[src/rtl/fll_cfg_ctrl_if.sv]
// ============================================================================
//  Module      : fll_cfg_ctrl_if
//  Description : Command/response handshake between the SoC-control register
//                file (master) and the FLL configuration sequencer (slave).
//  Revision    : 1.0 - initial release
// ============================================================================
`default_nettype none

interface fll_cfg_ctrl_if;
    logic        cmd_valid_i;
    logic        cmd_ready_o;
    logic        cmd_wrn_i;
    logic [1:0]  cmd_addr_i;
    logic [31:0] cmd_wdata_i;
    logic        rsp_valid_o;
    logic        rsp_ready_i;
    logic [31:0] rsp_rdata_o;
    logic [1:0]  rsp_err_o;

    modport master (
        output cmd_valid_i, cmd_wrn_i, cmd_addr_i, cmd_wdata_i, rsp_ready_i,
        input  cmd_ready_o, rsp_valid_o, rsp_rdata_o, rsp_err_o
    );

    modport slave (
        input  cmd_valid_i, cmd_wrn_i, cmd_addr_i, cmd_wdata_i, rsp_ready_i,
        output cmd_ready_o, rsp_valid_o, rsp_rdata_o, rsp_err_o
    );
endinterface

`default_nettype wire

[src/rtl/fll_cfg_ctrl.sv]
// ============================================================================
//  Module      : fll_cfg_ctrl
//  Description : Single-outstanding sequencer for the FLL configuration port.
//                Runs the four-phase req/ack handshake, optionally waits for
//                FLL lock after frequency-changing writes, enforces ack/lock
//                timeouts and pulses on loss of lock.
//  Revision    : 1.0 - initial release
// ============================================================================
`default_nettype none

module fll_cfg_ctrl #(
    parameter int         ACK_TIMEOUT    = 1024,
    parameter int         LOCK_TIMEOUT   = 65535,
    parameter logic [3:0] LOCK_WAIT_MASK = 4'b0011
) (
    input  wire logic        clk,
    input  wire logic        rst_n,
    fll_cfg_ctrl_if.slave    cmd,
    output logic             fll_req_o,
    output logic             fll_wrn_o,
    output logic [1:0]       fll_add_o,
    output logic [31:0]      fll_data_o,
    input  wire logic        fll_ack_i,
    input  wire logic [31:0] fll_r_data_i,
    input  wire logic        fll_lock_i,
    output logic             lock_o,
    output logic             lock_lost_o
);

    localparam int MAX_TO = (ACK_TIMEOUT > LOCK_TIMEOUT) ? ACK_TIMEOUT : LOCK_TIMEOUT;
    localparam int CNT_W  = $clog2(MAX_TO + 1);

    // Timeouts fire in the N-th cycle spent in a state (counter reads N-1 then)
    localparam logic [CNT_W-1:0] ACK_LIM    = CNT_W'(ACK_TIMEOUT - 1);
    localparam logic [CNT_W-1:0] LOCK_LIM   = CNT_W'(LOCK_TIMEOUT - 1);
    localparam logic [CNT_W-1:0] LOCK_BLIND = CNT_W'(2);
    localparam logic [CNT_W-1:0] CNT_MAX    = {CNT_W{1'b1}};

    localparam logic [2:0] S_IDLE   = 3'd0;
    localparam logic [2:0] S_REQ    = 3'd1;
    localparam logic [2:0] S_REL    = 3'd2;
    localparam logic [2:0] S_REL_TO = 3'd3;
    localparam logic [2:0] S_LOCK   = 3'd4;
    localparam logic [2:0] S_RESP   = 3'd5;

    localparam logic [1:0] ERR_OK   = 2'b00;
    localparam logic [1:0] ERR_ACK  = 2'b01;
    localparam logic [1:0] ERR_LOCK = 2'b10;

    logic [2:0]       state;
    logic [2:0]       state_nxt;
    logic [CNT_W-1:0] cnt;
    logic             lock_meta;
    logic             lock_sync;
    logic             lock_prev;
    logic [31:0]      rdata;
    logic [1:0]       err;
    logic             lock_wait;
    logic             lock_seen;
    logic             relock_window;

    // The in-flight command is a write whose target needs to relock
    assign lock_wait = ~fll_wrn_o & LOCK_WAIT_MASK[fll_add_o];
    // Lock only counts once the blind window has passed, so a pre-write lock is not trusted
    assign lock_seen = lock_sync & (cnt >= LOCK_BLIND);
    // A lock-waiting write may knock the FLL out of lock as soon as it is issued,
    // so the loss is expected throughout that transaction, not only in LOCK
    assign relock_window = (state == S_LOCK) |
                           (lock_wait & ((state == S_REQ) | (state == S_REL)));

    assign cmd.cmd_ready_o = (state == S_IDLE);
    assign cmd.rsp_valid_o = (state == S_RESP);
    assign cmd.rsp_rdata_o = rdata;
    assign cmd.rsp_err_o   = err;
    assign fll_req_o       = (state == S_REQ);
    assign lock_o          = lock_sync;
    assign lock_lost_o     = lock_prev & ~lock_sync & ~relock_window;

    // Next-state decode for the handshake sequencer
    always_comb begin
        state_nxt = state;
        case (state)
            S_IDLE:   if (cmd.cmd_valid_i) state_nxt = S_REQ;
            S_REQ: begin
                if (fll_ack_i)            state_nxt = S_REL;
                else if (cnt >= ACK_LIM)  state_nxt = S_REL_TO;
            end
            S_REL: begin
                if (!fll_ack_i)           state_nxt = lock_wait ? S_LOCK : S_RESP;
                else if (cnt >= ACK_LIM)  state_nxt = S_RESP;
            end
            // Hold req low for two cycles before reporting an ack timeout
            S_REL_TO: if (cnt != '0)      state_nxt = S_RESP;
            S_LOCK: begin
                if (lock_seen)            state_nxt = S_RESP;
                else if (cnt >= LOCK_LIM) state_nxt = S_RESP;
            end
            S_RESP:   if (cmd.rsp_ready_i) state_nxt = S_IDLE;
            default:                      state_nxt = S_IDLE;
        endcase
    end

    // State register and per-state saturating cycle counter
    always_ff @(posedge clk or negedge rst_n) begin
        if (!rst_n) begin
            state <= S_IDLE;
            cnt   <= '0;
        end else begin
            state <= state_nxt;
            if (state_nxt != state)
                cnt <= '0;
            else if (cnt != CNT_MAX)
                cnt <= cnt + 1'b1;
        end
    end

    // Command fields are captured on accept and held until the next accept
    always_ff @(posedge clk or negedge rst_n) begin
        if (!rst_n) begin
            fll_wrn_o  <= 1'b1;
            fll_add_o  <= 2'b00;
            fll_data_o <= 32'h0;
        end else if ((state == S_IDLE) && cmd.cmd_valid_i) begin
            fll_wrn_o  <= cmd.cmd_wrn_i;
            fll_add_o  <= cmd.cmd_addr_i;
            fll_data_o <= cmd.cmd_wdata_i;
        end
    end

    // Response data and status, built up as the transaction progresses
    always_ff @(posedge clk or negedge rst_n) begin
        if (!rst_n) begin
            rdata <= 32'h0;
            err   <= ERR_OK;
        end else begin
            case (state)
                S_IDLE: begin
                    if (cmd.cmd_valid_i) begin
                        rdata <= 32'h0;
                        err   <= ERR_OK;
                    end
                end
                S_REQ: begin
                    if (fll_ack_i)
                        rdata <= fll_wrn_o ? fll_r_data_i : 32'h0;
                    else if (cnt >= ACK_LIM)
                        err <= ERR_ACK;
                end
                S_REL: begin
                    if (fll_ack_i && (cnt >= ACK_LIM)) begin
                        rdata <= 32'h0;
                        err   <= ERR_ACK;
                    end
                end
                S_LOCK: begin
                    if (!lock_seen && (cnt >= LOCK_LIM))
                        err <= ERR_LOCK;
                end
                default: ;
            endcase
        end
    end

    // Two-flop synchroniser for the asynchronous lock, plus edge history
    always_ff @(posedge clk or negedge rst_n) begin
        if (!rst_n) begin
            lock_meta <= 1'b0;
            lock_sync <= 1'b0;
            lock_prev <= 1'b0;
        end else begin
            lock_meta <= fll_lock_i;
            lock_sync <= lock_meta;
            lock_prev <= lock_sync;
        end
    end

endmodule

`default_nettype wire

[src/flat_wrapper.sv]
// flat-port wrapper written by rule: the top's interface ports become plain ports
module fll_cfg_ctrl_flat 
#(
    parameter int         ACK_TIMEOUT    = 1024,
    parameter int         LOCK_TIMEOUT   = 65535,
    parameter logic [3:0] LOCK_WAIT_MASK = 4'b0011
)
  (clk, rst_n, fll_req_o, fll_wrn_o, fll_add_o, fll_data_o, fll_ack_i, fll_r_data_i, fll_lock_i, lock_o, lock_lost_o, cmd_cmd_valid_i, cmd_cmd_wrn_i, cmd_cmd_addr_i, cmd_cmd_wdata_i, cmd_rsp_ready_i, cmd_cmd_ready_o, cmd_rsp_valid_o, cmd_rsp_rdata_o, cmd_rsp_err_o);
  fll_cfg_ctrl_if cmd_i ();
  input  wire logic clk;
  input  wire logic rst_n;
  output logic fll_req_o;
  output logic fll_wrn_o;
  output logic [1:0] fll_add_o;
  output logic [31:0] fll_data_o;
  input  wire logic fll_ack_i;
  input  wire logic [31:0] fll_r_data_i;
  input  wire logic fll_lock_i;
  output logic lock_o;
  output logic lock_lost_o;
  input wire logic [$bits(cmd_i.cmd_valid_i)-1:0] cmd_cmd_valid_i;
  input wire logic [$bits(cmd_i.cmd_wrn_i)-1:0] cmd_cmd_wrn_i;
  input wire logic [$bits(cmd_i.cmd_addr_i)-1:0] cmd_cmd_addr_i;
  input wire logic [$bits(cmd_i.cmd_wdata_i)-1:0] cmd_cmd_wdata_i;
  input wire logic [$bits(cmd_i.rsp_ready_i)-1:0] cmd_rsp_ready_i;
  output wire logic [$bits(cmd_i.cmd_ready_o)-1:0] cmd_cmd_ready_o;
  output wire logic [$bits(cmd_i.rsp_valid_o)-1:0] cmd_rsp_valid_o;
  output wire logic [$bits(cmd_i.rsp_rdata_o)-1:0] cmd_rsp_rdata_o;
  output wire logic [$bits(cmd_i.rsp_err_o)-1:0] cmd_rsp_err_o;
  assign cmd_i.cmd_valid_i = cmd_cmd_valid_i;
  assign cmd_i.cmd_wrn_i = cmd_cmd_wrn_i;
  assign cmd_i.cmd_addr_i = cmd_cmd_addr_i;
  assign cmd_i.cmd_wdata_i = cmd_cmd_wdata_i;
  assign cmd_i.rsp_ready_i = cmd_rsp_ready_i;
  assign cmd_cmd_ready_o = cmd_i.cmd_ready_o;
  assign cmd_rsp_valid_o = cmd_i.rsp_valid_o;
  assign cmd_rsp_rdata_o = cmd_i.rsp_rdata_o;
  assign cmd_rsp_err_o = cmd_i.rsp_err_o;
  fll_cfg_ctrl #(.ACK_TIMEOUT(ACK_TIMEOUT), .LOCK_TIMEOUT(LOCK_TIMEOUT), .LOCK_WAIT_MASK(LOCK_WAIT_MASK)) u_core (.clk(clk), .rst_n(rst_n), .cmd(cmd_i), .fll_req_o(fll_req_o), .fll_wrn_o(fll_wrn_o), .fll_add_o(fll_add_o), .fll_data_o(fll_data_o), .fll_ack_i(fll_ack_i), .fll_r_data_i(fll_r_data_i), .fll_lock_i(fll_lock_i), .lock_o(lock_o), .lock_lost_o(lock_lost_o));
endmodule
[config.mk]
export PLATFORM = sky130hd
export DESIGN_NAME = fll_cfg_ctrl_flat
export DESIGN_NICKNAME = d
export VERILOG_FILES = /design/src/rtl/fll_cfg_ctrl_if.sv /design/src/rtl/fll_cfg_ctrl.sv /design/src/flat_wrapper.sv
export SDC_FILE = /design/constraint.sdc
export NUM_CORES = 1
export LEC_CHECK = 0
export BUFFER_PORTS_ARGS = -buffer_cell sky130_fd_sc_hd__buf_2
export CORE_ASPECT_RATIO = 1.25
export CORE_MARGIN = 3
export CORE_UTILIZATION = 45
export DETAILED_ROUTE_END_ITERATION = 16
export GPL_TIMING_DRIVEN = 0
export PLACE_DENSITY = 0.74
export SLEW_MARGIN = 20
export SYNTH_ARGS = -nofsm -noshare
export SYNTH_HDL_FRONTEND = slang
export SYNTH_SLANG_ARGS = --single-unit
[constraint.sdc]
create_clock -name clk -period 3.7 [get_ports clk]
set_input_delay 1.11 -clock clk [delete_from_list [all_inputs] [get_ports clk]]
set_output_delay 1.11 -clock clk [all_outputs]
set_load 0.005 [all_outputs]
==> results of run 1 <==
state kept, by name, indices dropped and copies added, names as in the netlist:
| register | count |
|---|---|
| u_core.lock_meta | 1 |
| u_core.lock_prev | 1 |
| u_core.cmd.rsp_err_o | 2 |
| u_core.fll_add_o | 2 |
| u_core.fll_wrn_o | 1 |
| u_core.fll_data_o | 32 |
| u_core.cnt | 16 |
| u_core.lock_o | 1 |
| u_core.cmd.rsp_rdata_o | 32 |
| u_core.state | 3 |
power by group:
| group | internal (mW) | switching [mW] | total [mW] |
|---|---|---|---|
| logic | 0.777 | 0.921 | 1.70 |
| registers | 1.37 | 0.206 | 1.57 |
| clock network | 0.314 | 0.337 | 0.651 |
| total | 2.46 | 1.46 | 3.92 |
final cells by class:
class                           count  share of cell area [%]
Buffer                             22                    1.94
Clock buffer                       12                    2.59
Clock inverter                      3                   0.912
Inverter                            5                   0.360
Multi-Input combinational cell    268                    33.1
Sequential cell                    91                    43.7
Tap cell                          120                    2.88
Timing Repair Buffer              146                    14.5
how the worst max path moves through the flow:
stage	from	end	slack (ps)
after floorplan	fll_ack_i	u_core.cmd.rsp_rdata_o[14]$_DFFE_PN0P_	1270
after global placement	rst_n	u_core.cmd.rsp_rdata_o[15]$_DFFE_PN0P_	700
after detailed placement	fll_ack_i	u_core.cmd.rsp_rdata_o[18]$_DFFE_PN0P_	860
after CTS	u_core.state[1]$_DFF_PN0_	lock_lost_o	650
after global routing	u_core.state[1]$_DFF_PN0_	lock_lost_o	470
final	u_core.state[1]$_DFF_PN0_	lock_lost_o	650
kinds of logic after synthesis:
logic type	count (synthesis)
adders and majority gates	3
xor gates and xnor gates	13
DFF	91
AOI/OAI and AO/OA	61
and+or+nand+nor	152
muxes	39
buffers and inverters	27
layout by cell type, fill, tap and decap left out, types with 2 or more instances in the layout:
| cell type | Yosys | routed |
|---|---|---|
| sky130_fd_sc_hd__buf_2 | 7 | 151 |
| sky130_fd_sc_hd__dfrtp_1 | 90 | 90 |
| sky130_fd_sc_hd__nand2_1 | 74 | 74 |
| sky130_fd_sc_hd__mux2_2 | 35 | 35 |
| sky130_fd_sc_hd__o21ai_0 | 33 | 33 |
| sky130_fd_sc_hd__nor2_1 | 20 | 20 |
| sky130_fd_sc_hd__clkbuf_1 | 12 | 15 |
| sky130_fd_sc_hd__nor2_2 | 10 | 10 |
| sky130_fd_sc_hd__clkbuf_8 | 0 | 9 |
| sky130_fd_sc_hd__nand3_1 | 8 | 8 |
| sky130_fd_sc_hd__nand4_1 | 7 | 7 |
| sky130_fd_sc_hd__xnor2_1 | 7 | 7 |
| sky130_fd_sc_hd__a21oi_1 | 6 | 6 |
| sky130_fd_sc_hd__xor2_1 | 6 | 6 |
| sky130_fd_sc_hd__inv_1 | 5 | 5 |
| sky130_fd_sc_hd__nor3_1 | 5 | 5 |
| sky130_fd_sc_hd__or4_4 | 4 | 4 |
| sky130_fd_sc_hd__and3_1 | 4 | 4 |
| sky130_fd_sc_hd__o21ai_1 | 4 | 4 |
| sky130_fd_sc_hd__nand2b_1 | 3 | 3 |
| sky130_fd_sc_hd__or3_1 | 3 | 3 |
| sky130_fd_sc_hd__ha_1 | 3 | 3 |
| sky130_fd_sc_hd__nor2b_1 | 2 | 2 |
| sky130_fd_sc_hd__and2_1 | 2 | 2 |
| sky130_fd_sc_hd__clkbuf_2 | 2 | 2 |
| sky130_fd_sc_hd__mux2i_1 | 2 | 2 |
| sky130_fd_sc_hd__a311oi_1 | 2 | 2 |
| sky130_fd_sc_hd__a2bb2oi_1 | 2 | 2 |
| sky130_fd_sc_hd__or2_1 | 2 | 2 |
| sky130_fd_sc_hd__mux2_1 | 2 | 2 |
routing by layer:
metal | wire length, um | vias up | global-route usage (%)
li1 | - | 1637 | -
met3 | 897 | 15 | 6.98
met5 | 0 | - | 0
met2 | 4990 | 122 | 34.1
met1 | 3730 | 1640 | 22.1
met4 | 164 | 0 | 7.04
worst register-to-register path, stage by stage (launching register included):
cell and delay, ps:
sky130_fd_sc_hd__dfrtp_1 460, sky130_fd_sc_hd__ha_1 180, sky130_fd_sc_hd__buf_2 180, sky130_fd_sc_hd__nand4_1 140, sky130_fd_sc_hd__o311ai_1 490, sky130_fd_sc_hd__o21ai_1 220
sky130_fd_sc_hd__or2_1 270, sky130_fd_sc_hd__clkbuf_1 210, sky130_fd_sc_hd__clkbuf_1 280, sky130_fd_sc_hd__nand2_1 110, sky130_fd_sc_hd__o21ai_0 90
per-stage QoR:
step	area (um^2)	utilization (%)	hold slack [ps]
3_5_place_dp	5030	57.2	335
5_1_grt	5210	59.2	362
6_report	5210	59.2	352
4_1_cts	5210	59.2	353
2_1_floorplan	4120	-	331
3_3_place_gp	5000	56.8	333
==> results.txt, run 1 <==
- After Yosys synthesis, and, or, nand and nor cells account for 18.2% of the synthesized area.
- Actual slew at the worst max-slew pin: 584 ps
- The final count of hold timing violations was 0.
* Worst hold path endpoint: u_core.lock_o$_DFF_PN0_
* Post-CTS repair timing setup buffer count: 0
- Global routing consumed, over all layers together, a little under 20% of the routing resources.
* Average cell area after synthesis: between 10 and 15 um^2
* Slew Viols, Final: 0
- Sorting the synthesized cells by how often they occur yields 90 x sky130_fd_sc_hd__dfrtp_1, 74 x sky130_fd_sc_hd__nand2_1, 35 x sky130_fd_sc_hd__mux2_2.
* Total overflow reported by the global router: 0
- Post-Syn Nets: approximately 460
* Family of cells with the greatest summed delay on the critical path: buffers and inverters
- For this design, the CTS-stage hold fixing added 0 buffers.
* Min Clock Period, post-route: a little over 3000 ps
* XOR/XNOR Fraction of Synth Area: 2.76%
* Post-DR vias/cell: 5.12
* Layout overhead on the synthesized area: 26.4%
* Post-Place Worst Slack: about 860 ps
- Area share of the leading cell type in the synthesized netlist: a little over half
- Synthesis-stage register bit count: 91
- STA classifies the critical path startpoint as a register.
- TritonCTS sink count: between 90 and 100
* Ranking of synthesized cells by area: sky130_fd_sc_hd__dfrtp_1 55%, sky130_fd_sc_hd__mux2_2 9.6%, sky130_fd_sc_hd__nand2_1 6.7%
* Status: completed
- In this run the worst path has a maximum fanout of 10.
* Effective utilization at floorplan: 46.9%
- CTS Root Buffer Type: sky130_fd_sc_hd__clkbuf_8
- In this design, the stage delay of the slowest critical-path cell is slightly above 400 ps.
- Once detail routing completed, the nets flagged for antenna violations numbered 0.
* Launch instance of the worst min-delay path: u_core.lock_meta$_DFF_PN0_
- Dividing the detail-routed wire length by the instance count gives 14.7 um.
- Worst R2R End: u_core.cmd.rsp_rdata_o[18]$_DFFE_PN0P_
* Post-synthesis instance area: about 4000 um^2
* Placed cell count: 652
* Number of synthesized flops with an enable pin: 0
- Across the whole layout, storage elements account for 2280 um^2.
- Number of vias after detailed routing: 3,414
- Counting flops with an async set or reset pin after synthesis yields a share of 100%.
- First-pass GRT wire length: 16.3 mm
- Dominant cell by count in the synthesized netlist: sky130_fd_sc_hd__dfrtp_1
- The core region is around 8800 um^2.
* Power density cells: 753 nW/um^2
- The critical path is of the reg -> out type.
- Drt first-iter violations: 95
- Maximum number of pins on one net before global-route repair: 48
* Arrival time worst endpoint: 1940 ps
- Final Non-Filler Cells: 667
* Post-detailed-route DRC marker count: 0
* Number of cells on the worst reg-to-reg path: 10
- The synthesized netlist devotes 9.35% of its cell area to compound gates.
- Peak supply drop: 412 uV
- Design Power: 3.92 mW
- The number of buffers and inverters on the critical path is 2.
- Unrepaired setup endpoints after global routing: no
* Largest family of logic cells by synthesized area: simple AND/OR/NAND/NOR gates
- The initialized floorplan defines 38 standard-cell rows.
* Post-Syn Instances: 386
* Standby leakage power: 2.49 nW
- Cells along the critical path: clkbuf_1 -> nor2b_1 -> a21oi_1 -> nor2_1 -> a311oi_1 -> buf_2
- Overall die width: 91.6 um
- The final layout contains 619 nets.
- Worst clock skew: between 10 and 15 ps
* Remaining max-slew budget at the tightest pin: approximately three fifths
* Critical-path cell with the highest stage delay: sky130_fd_sc_hd__dfrtp_1
- Setup slack of the worst register-to-register path: 950 ps
* Final setup violation count: 0
* Later-pin clock latency in the skew report: 360 ps
- Synth warn: 0
* Ratio of cells with drive above 1 in the final layout: 41.5%
- Summed over all failing endpoints, the final setup total negative slack is 0 ps.
- PostCTS Resize Cnt: 0
- Levels on crit path: 6
- The H-tree generated during clock tree synthesis spans 3 levels.
- The synthesized netlist devotes less than 1% of its cell area to adder and majority cells.
- Number of global-route vias before repair: 3,473
- Die height: 113 um
- Hold Crit Depth: 0
* Main flop type after synthesis: sky130_fd_sc_hd__dfrtp_1
- The worst setup path is captured at an output pin.
- Number of antenna violations at the first check in global routing: 0
- TritonCTS built the clock tree.
- Of the synthesized area, sequential elements account for between 50% and 60%.
* Maxcap violations: 0
- The floorplan step defined a die boundary enclosing 10,400 um^2.
* TritonCTS buffer count: 9
- about 150 I/O pins were placed.
- Detailed-route wire length: 9.78 mm
- Ant. Diodes: 0
- The biggest area contributor in the post-synthesis netlist is sky130_fd_sc_hd__dfrtp_1.
- Summed over all nets, the half-perimeter wirelength after detailed placement is between 7 and 8 mm.
- Data on the critical path is required at its endpoint by 2590 ps.
* Gpl congestion: 0.859
- Clock-pin slew was measured on the worst setup and hold paths at 80 ps.
- Port buffer count: 145
- Mux contribution to synthesized area: 10.6%
* Area of the multi-input gates: between 1500 and 2000 um^2
* Count of TritonRoute iterations in the first routing pass: 6
- In this run the deepest clock path goes through 2 buffers.
* Fin crit share: 82.5%
* Hold Path Class: reg -> reg
* FILL cells: 777
- Synthesis instantiated 53 different standard cells from the library.
* Highest clock rate: 328 MHz
- PnR worst setup slack: about 650 ps
* Startpoint of the worst-slack reg-to-reg timing path: u_core.cnt[1]$_DFFE_PN0P_
No activity file was read; power rests on OpenSTA's default activity.
==> inputs of run 2 (changes only) <==
clock period = 2.93 ns   (was 3.7 ns; I/O delays follow)
==> results.txt, run 2 (synthesized netlist as in run 1, its figures left out) <==
* H-Tree Depth: 3
* Ant. Diodes: 0
- Total overflow reported by the global router: 0
* Average wire per cell in the routed design: roughly 15 um
- On the critical path the largest part of the delay comes from buffers and inverters.
* Post-detailed-route DRC marker count: 0
* TritonCTS sink count: 91
- The library cells used most frequently in the layout, excluding fill and tap cells, are 151 x sky130_fd_sc_hd__buf_2, 90 x sky130_fd_sc_hd__dfrtp_1, 74 x sky130_fd_sc_hd__nand2_1.
* Maximum number of pins on one net before global-route repair: 48
- Traced cell by cell, the critical path runs through clkbuf_1 -> nor2b_1 -> a21oi_1 -> nor2_1 -> a311oi_1 -> buf_2.
- Crit end category: output pin
- For the pin with the worst max-slew slack, the measured transition is a little under 600 ps.
- Highest clock rate: 369 MHz
* Post-CTS repair timing setup buffer count: 0
- The final layout contains routed wiring with a total length of 9.80 mm.
* Post-Place Cell Area: around 5000 um^2
* Met3 wirelength from detailed routing: 898 um
- Sum of negative setup slack: 0 ps
- Wire length the detailed router placed on met1: 3.75 mm
* Launch instance of the worst min-delay path: u_core.lock_meta$_DFF_PN0_
- Crit-path max cell delay: 390 ps
- The die covers 10,400 um^2.
- Of all nets on the critical path, the largest fanout is 10.
* Startpoint of the worst-slack reg-to-reg timing path: u_core.cnt[1]$_DFFE_PN0P_
- Worst R2R End: u_core.cnt[10]$_DFFE_PN0P_
- Post-route cell area: approximately 5200 um^2
- Headroom to the max-slew limit came out at 61.4%.
- Setup repair after global routing left no endpoint under its margin.
- Crit Path Category: reg -> out
- From bottom edge to top edge, the die measures 113 um.
- TritonCTS buffer count: 9
- For hold timing, the worst endpoint is u_core.lock_o$_DFF_PN0_.
* Drt first-iter violations: 95
- Setup slack on the worst reg-to-reg path comes out at 290 ps.
- Slew Viols, Final: 0
* Number of hold violations in the final report: 0
- After layout, the minimum clock period comes to 2710 ps.
- Final design utilization: 59.3%
* Number of cells on the worst reg-to-reg path: 9
* Peak supply drop: approximately 520 uV
* Register clock-pin slew on the reported worst setup and hold paths: roughly 80 ps
- Number of global-route vias before repair: between 3k and 4k
* Gpl congestion: between 0.8 and 0.9
- Post-DR vias/cell: between 5 and 6
- Hold Crit Depth: 0
* Port buffer count: about 150
- For the worst setup path, the data arrival time is 1830 ps.
- The area growth from synthesis to layout is 26.6%.
* Final setup violation count: 0
- In the detailed route, the total length drawn on met2 is about 5.0 mm.
* Top Ports: 147
- Ratio of cells with drive above 1 in the final layout: 41.9%
* First-pass GRT wire length: 16.3 mm
* Worst clock skew: ~12 ps
- Number of antenna violations at the first check in global routing: 0
* Critical path launch point type: register
* Cell row count: 38
- The routed layout has 3,413 vias.
* Fin crit share: 92.5%
- The library cell used most frequently in the layout, excluding fill and tap cells, is sky130_fd_sc_hd__buf_2.
- CORE AREA: 8800 um^2
* CP required: 2050 ps
* Maxcap violations: 0
- The number of buffers and inverters on the critical path is 2.
* DP Wirelength: 7.52 mm
- Effective utilization at floorplan: 46.9%
* Count of TritonRoute iterations in the first routing pass: 4
- Hold Path Class: reg -> reg
- Clock tree from TritonCTS: yes
- Power density cells: 950 nW/um^2
- CTS placed an instance of sky130_fd_sc_hd__clkbuf_8 at the clock tree root.
- Later-pin clock latency in the skew report: 360 ps
- The count of nets left with antenna violations once routing finished came out at 0.
* Standby leakage power: 2.49 nW
- For this design, the slowest cell found on the critical path is sky130_fd_sc_hd__nor2b_1.
- Global routing used about 20% of the available tracks across all layers.
- The floorplan step set the die width to 91.6 um.
- Clock buffer depth: 2
* Status: completed
- The highest layer touched by signal routing is met4.
- After the last flow step, the layout net total stands at slightly above 600.
## run 2: changes by cell type in the layout (fill, tap and decap cells not counted)
cell                       change
sky130_fd_sc_hd__clkbuf_2      +1
sky130_fd_sc_hd__o311ai_1      -1
sky130_fd_sc_hd__clkbuf_1      -1
sky130_fd_sc_hd__o311ai_2      +1
## run 2: layer usage
metal	vias to the layer above	global-route usage, %
met4	0	7.04
met2	119	34.1
li1	1635	-
met1	1646	22.1
met3	13	6.98
met5	-	0
## run 2: worst reg2reg max path, cell delays in order (launching register included)
cell and delay [ps]:
sky130_fd_sc_hd__dfrtp_1 460, sky130_fd_sc_hd__ha_1 180, sky130_fd_sc_hd__buf_2 180, sky130_fd_sc_hd__nand4_1 160, sky130_fd_sc_hd__or3_1 410, sky130_fd_sc_hd__a311oi_1 390
sky130_fd_sc_hd__nor4b_2 110, sky130_fd_sc_hd__o21ai_2 360, sky130_fd_sc_hd__buf_6 230, sky130_fd_sc_hd__nor2_2 60
## run 2: per-stage QoR
stage	total power [mW]	cells	hold WS (ps)	setup WS, ps
after floorplan	3.27	386	331	716
after global placement	4.08	651	333	159
after detailed placement	4.19	652	335	229
after CTS	5.02	667	353	107
after global routing	5.33	667	362	50.6
final	4.96	667	352	219
## run 2: worst max-delay path by stage
stage	endpoint	cells past startpoint	start
6_report	lock_lost_o	6	u_core.state[2]$_DFF_PN0_
2_1_floorplan	u_core.cnt[6]$_DFFE_PN0P_	9	u_core.cnt[1]$_DFFE_PN0P_
4_1_cts	lock_lost_o	6	u_core.state[1]$_DFF_PN0_
5_1_grt	u_core.cnt[5]$_DFFE_PN0P_	9	u_core.cnt[1]$_DFFE_PN0P_
3_5_place_dp	u_core.cmd.rsp_rdata_o[17]$_DFFE_PN0P_	10	u_core.cnt[1]$_DFFE_PN0P_
3_3_place_gp	u_core.cmd.rsp_rdata_o[15]$_DFFE_PN0P_	1	rst_n
## run 2: cell type report
class | instances | area [um^2]
Buffer | 22 | 103
Clock buffer | 12 | 135
Clock inverter | 3 | 47.5
Fill cell | 774 | 3580
Inverter | 5 | 18.8
Multi-Input combinational cell | 268 | 1730
Sequential cell | 91 | 2280
Tap cell | 120 | 150
Timing Repair Buffer | 146 | 756
## run 2: what timing repair did
action,in CTS,in global routing
resized for setup,0,3
setup endpoints to repair,0,17
hold buffers,0,0
hold endpoints to repair,0,0
## run 2: power breakdown
group          total, mW  internal [mW]  switching [mW]
logic               2.15          0.983            1.16
registers           1.99           1.73           0.261
clock network      0.824          0.396           0.428
==> inputs of run 3 (changes only) <==
CORE_UTILIZATION = 35   (was 45)
CTS_CLUSTER_SIZE = 14   (was unset)
PLACE_DENSITY = 0.61   (was 0.74)
==> results.txt, run 3 (synthesized netlist as in run 1, its figures left out) <==
- PostCTS Resize Cnt: 0
- Ratio of cells with drive above 1 in the final layout: between 40% and 50%
- Sequential cells account for 38.3% of the total power.
- Worst hold path endpoint: u_core.lock_o$_DFF_PN0_
* Placed cell count: 667
- Input and output buffers added on the ports amount to 145.
- Highest clock rate: 370 MHz
* Family of cells with the greatest summed delay on the critical path: buffers and inverters
- At the end of routability-driven placement, the weighted congestion stood at 0.838.
* Startpoint of the worst-slack reg-to-reg timing path: u_core.cnt[1]$_DFFE_PN0P_
- Register clock-pin slew on the reported worst setup and hold paths: 70 ps
* Die ar.: 13,100 um^2
- Arrival time worst endpoint: approximately 1800 ps
- Actual slew at the worst max-slew pin: 529 ps
- CP required: 2050 ps
- H-Tree Depth: 3
* Top Ports: 147
- Setup slack on the worst reg-to-reg path comes out at 280 ps.
- TritonCTS built the clock tree.
- Maximum number of pins on one net before global-route repair: 54
- The number of antenna diodes in the final layout is 0.
* Antenna Violating Nets Remaining: 0
- TritonCTS buffer count: 9
- Crit Path Category: reg -> out
- Together, buffers and inverters on the worst path number 2.
* Unrepaired setup endpoints after global routing: no
* Sum of negative setup slack: 0 ps
* Overall die width: between 100 and 150 um
- Total overflow reported by the global router: 0
* Quantity of hold-fixing buffers added after cts: 0
- The number of slew-limit violations in the final report came to 0.
- In this run the critical register-to-register path is captured at u_core.cmd.rsp_rdata_o[14]$_DFFE_PN0P_.
- Number of global-route vias before repair: approximately 3.4k
* Min Clock Period, post-route: around 2700 ps
- Post-DR vias/cell: between 4 and 5
* Portion of total power attributed to combinational logic: 41.1%
- Final layout net count: ~620
- Cells fill 47.2% of the core in the end.
- Clock buffer depth: 2
- Maxcap violations: 0
- The first TritonRoute pass finished after 4 iterations.
* Net switching power: 1.90 mW
* Switching part of the total power: 36.6%
* Drt first-iter violations: around 140
- Clock power share: 20.7%
* Final Non-Filler Cells: approximately 680
* CTS Root Buffer Type: sky130_fd_sc_hd__clkbuf_16
- Layout overhead on the synthesized area: 29.3%
- Once the clock tree was built, the setup fixing pass inserted 0 buffers.
- VDD sags by at most ~450 uV.
* Die height: 127 um
- The final layout contains routed wiring with a total length of 10.2 mm.
- Setup violations remaining at the end of the flow were counted as 0.
- The critical path goes through clkbuf_1 -> nor3_1 -> a21oi_1 -> nor2_1 -> a311oi_1 -> buf_2.
- The initial utilization of the core area, before any placement, comes to 36.5%.
* Power density cells: 974 nW/um^2
* Average wire per cell in the routed design: around 15 um
- The clock arrives with 7.03 ps of skew.
- STA classifies the critical path endpoint as an output pin.
- Leading cell type in the layout, fill and taps excluded: sky130_fd_sc_hd__buf_2
- Launch instance of the worst min-delay path: u_core.lock_meta$_DFF_PN0_
- Number of vias after detailed routing: 3,371
- Number of hold violations in the final report: 0
- For the worst flop-to-flop path, the logic depth is 10.
* Critical path launch point type: register
- In this run the worst path has a maximum fanout of 10.
- Critical-path cell with the highest stage delay: sky130_fd_sc_hd__dfrtp_1
- Standby leakage power: around 2.5 nW
- Design Power: 5.19 mW
- Commonest cells after routing, fill and taps aside: 151 x sky130_fd_sc_hd__buf_2, 90 x sky130_fd_sc_hd__dfrtp_1, 74 x sky130_fd_sc_hd__nand2_1
- Post-detailed-route DRC marker count: 0
- In this run the tightest slew margin relative to its limit is between 60% and 70%.
* Number of antenna violations at the first check in global routing: 0
- Status: completed
* Crit-path max cell delay: 340 ps
- DP Wirelength: ~7.7 mm
- The floorplan step defined a core boundary enclosing 11,300 um^2.
* Hold Crit Depth: 0
* First-pass GRT wire length: 16.6 mm
- Fin crit share: 92.2%
- In the global route stage, overall resource usage came out at 16.0%.
- TritonCTS sink count: 91
* Cell internal pwr: 3.29 mW
- The path class of the tightest hold or removal check is reg -> reg.
- Later-pin clock latency in the skew report: 340 ps
* FILL cells: 1,111
* Cell row count: 43
[run 3: worst max-delay path by stage]
stage          cells past startpoint  slack (ps)                      start                                     end
6_report                           6         230  u_core.state[2]$_DFF_PN0_                             lock_lost_o
4_1_cts                            6          90  u_core.state[1]$_DFF_PN0_                             lock_lost_o
3_3_place_gp                       1         100                      rst_n  u_core.cmd.rsp_rdata_o[14]$_DFFE_PN0P_
3_5_place_dp                      10         180  u_core.cnt[1]$_DFFE_PN0P_  u_core.cmd.rsp_rdata_o[14]$_DFFE_PN0P_
5_1_grt                           10          30  u_core.cnt[1]$_DFFE_PN0P_  u_core.cmd.rsp_rdata_o[19]$_DFFE_PN0P_
2_1_floorplan                      9         720  u_core.cnt[1]$_DFFE_PN0P_               u_core.cnt[6]$_DFFE_PN0P_
[run 3: power groups by stage]
stage          combinational, mW  clock (mW)  sequential (mW)
2_1_floorplan               1.24           0             2.03
3_3_place_gp                2.13           0             1.98
3_5_place_dp                2.17           0             2.01
4_1_cts                     2.17        1.11             1.99
5_1_grt                     2.41        1.15             2.05
6_report                    2.13        1.07             1.99
[run 3: area by class of cell]
type                            instances  area (um^2)  share of cell area (%)
Buffer                                 22          103                    1.92
Inverter                                5         18.8                   0.352
Clock inverter                          5         37.5                   0.704
Sequential cell                        91         2280                    42.7
Multi-Input combinational cell        268         1730                    32.5
Clock buffer                           11          233                    4.37
Timing Repair Buffer                  146          759                    14.2
Tap cell                              135          169                    3.17
[run 3: layer usage]
| metal | vias up | GRT usage (%) | wire length, um |
|---|---|---|---|
| met5 | - | 0 | 0 |
| met3 | 16 | 5.30 | 734 |
| met1 | 1598 | 20.1 | 4320 |
| met2 | 116 | 25.6 | 4960 |
| li1 | 1641 | - | - |
| met4 | 0 | 5.72 | 189 |
[run 3: through the flow]
step / area [um^2] / worst slack, ps / hold slack, ps
2_1_floorplan: 4120 / 716 / 331
4_1_cts: 5320 / 85.7 / 346
6_report: 5330 / 228 / 344
5_1_grt: 5330 / 31.9 / 365
3_5_place_dp: 5050 / 184 / 336
3_3_place_gp: 5020 / 96.5 / 333
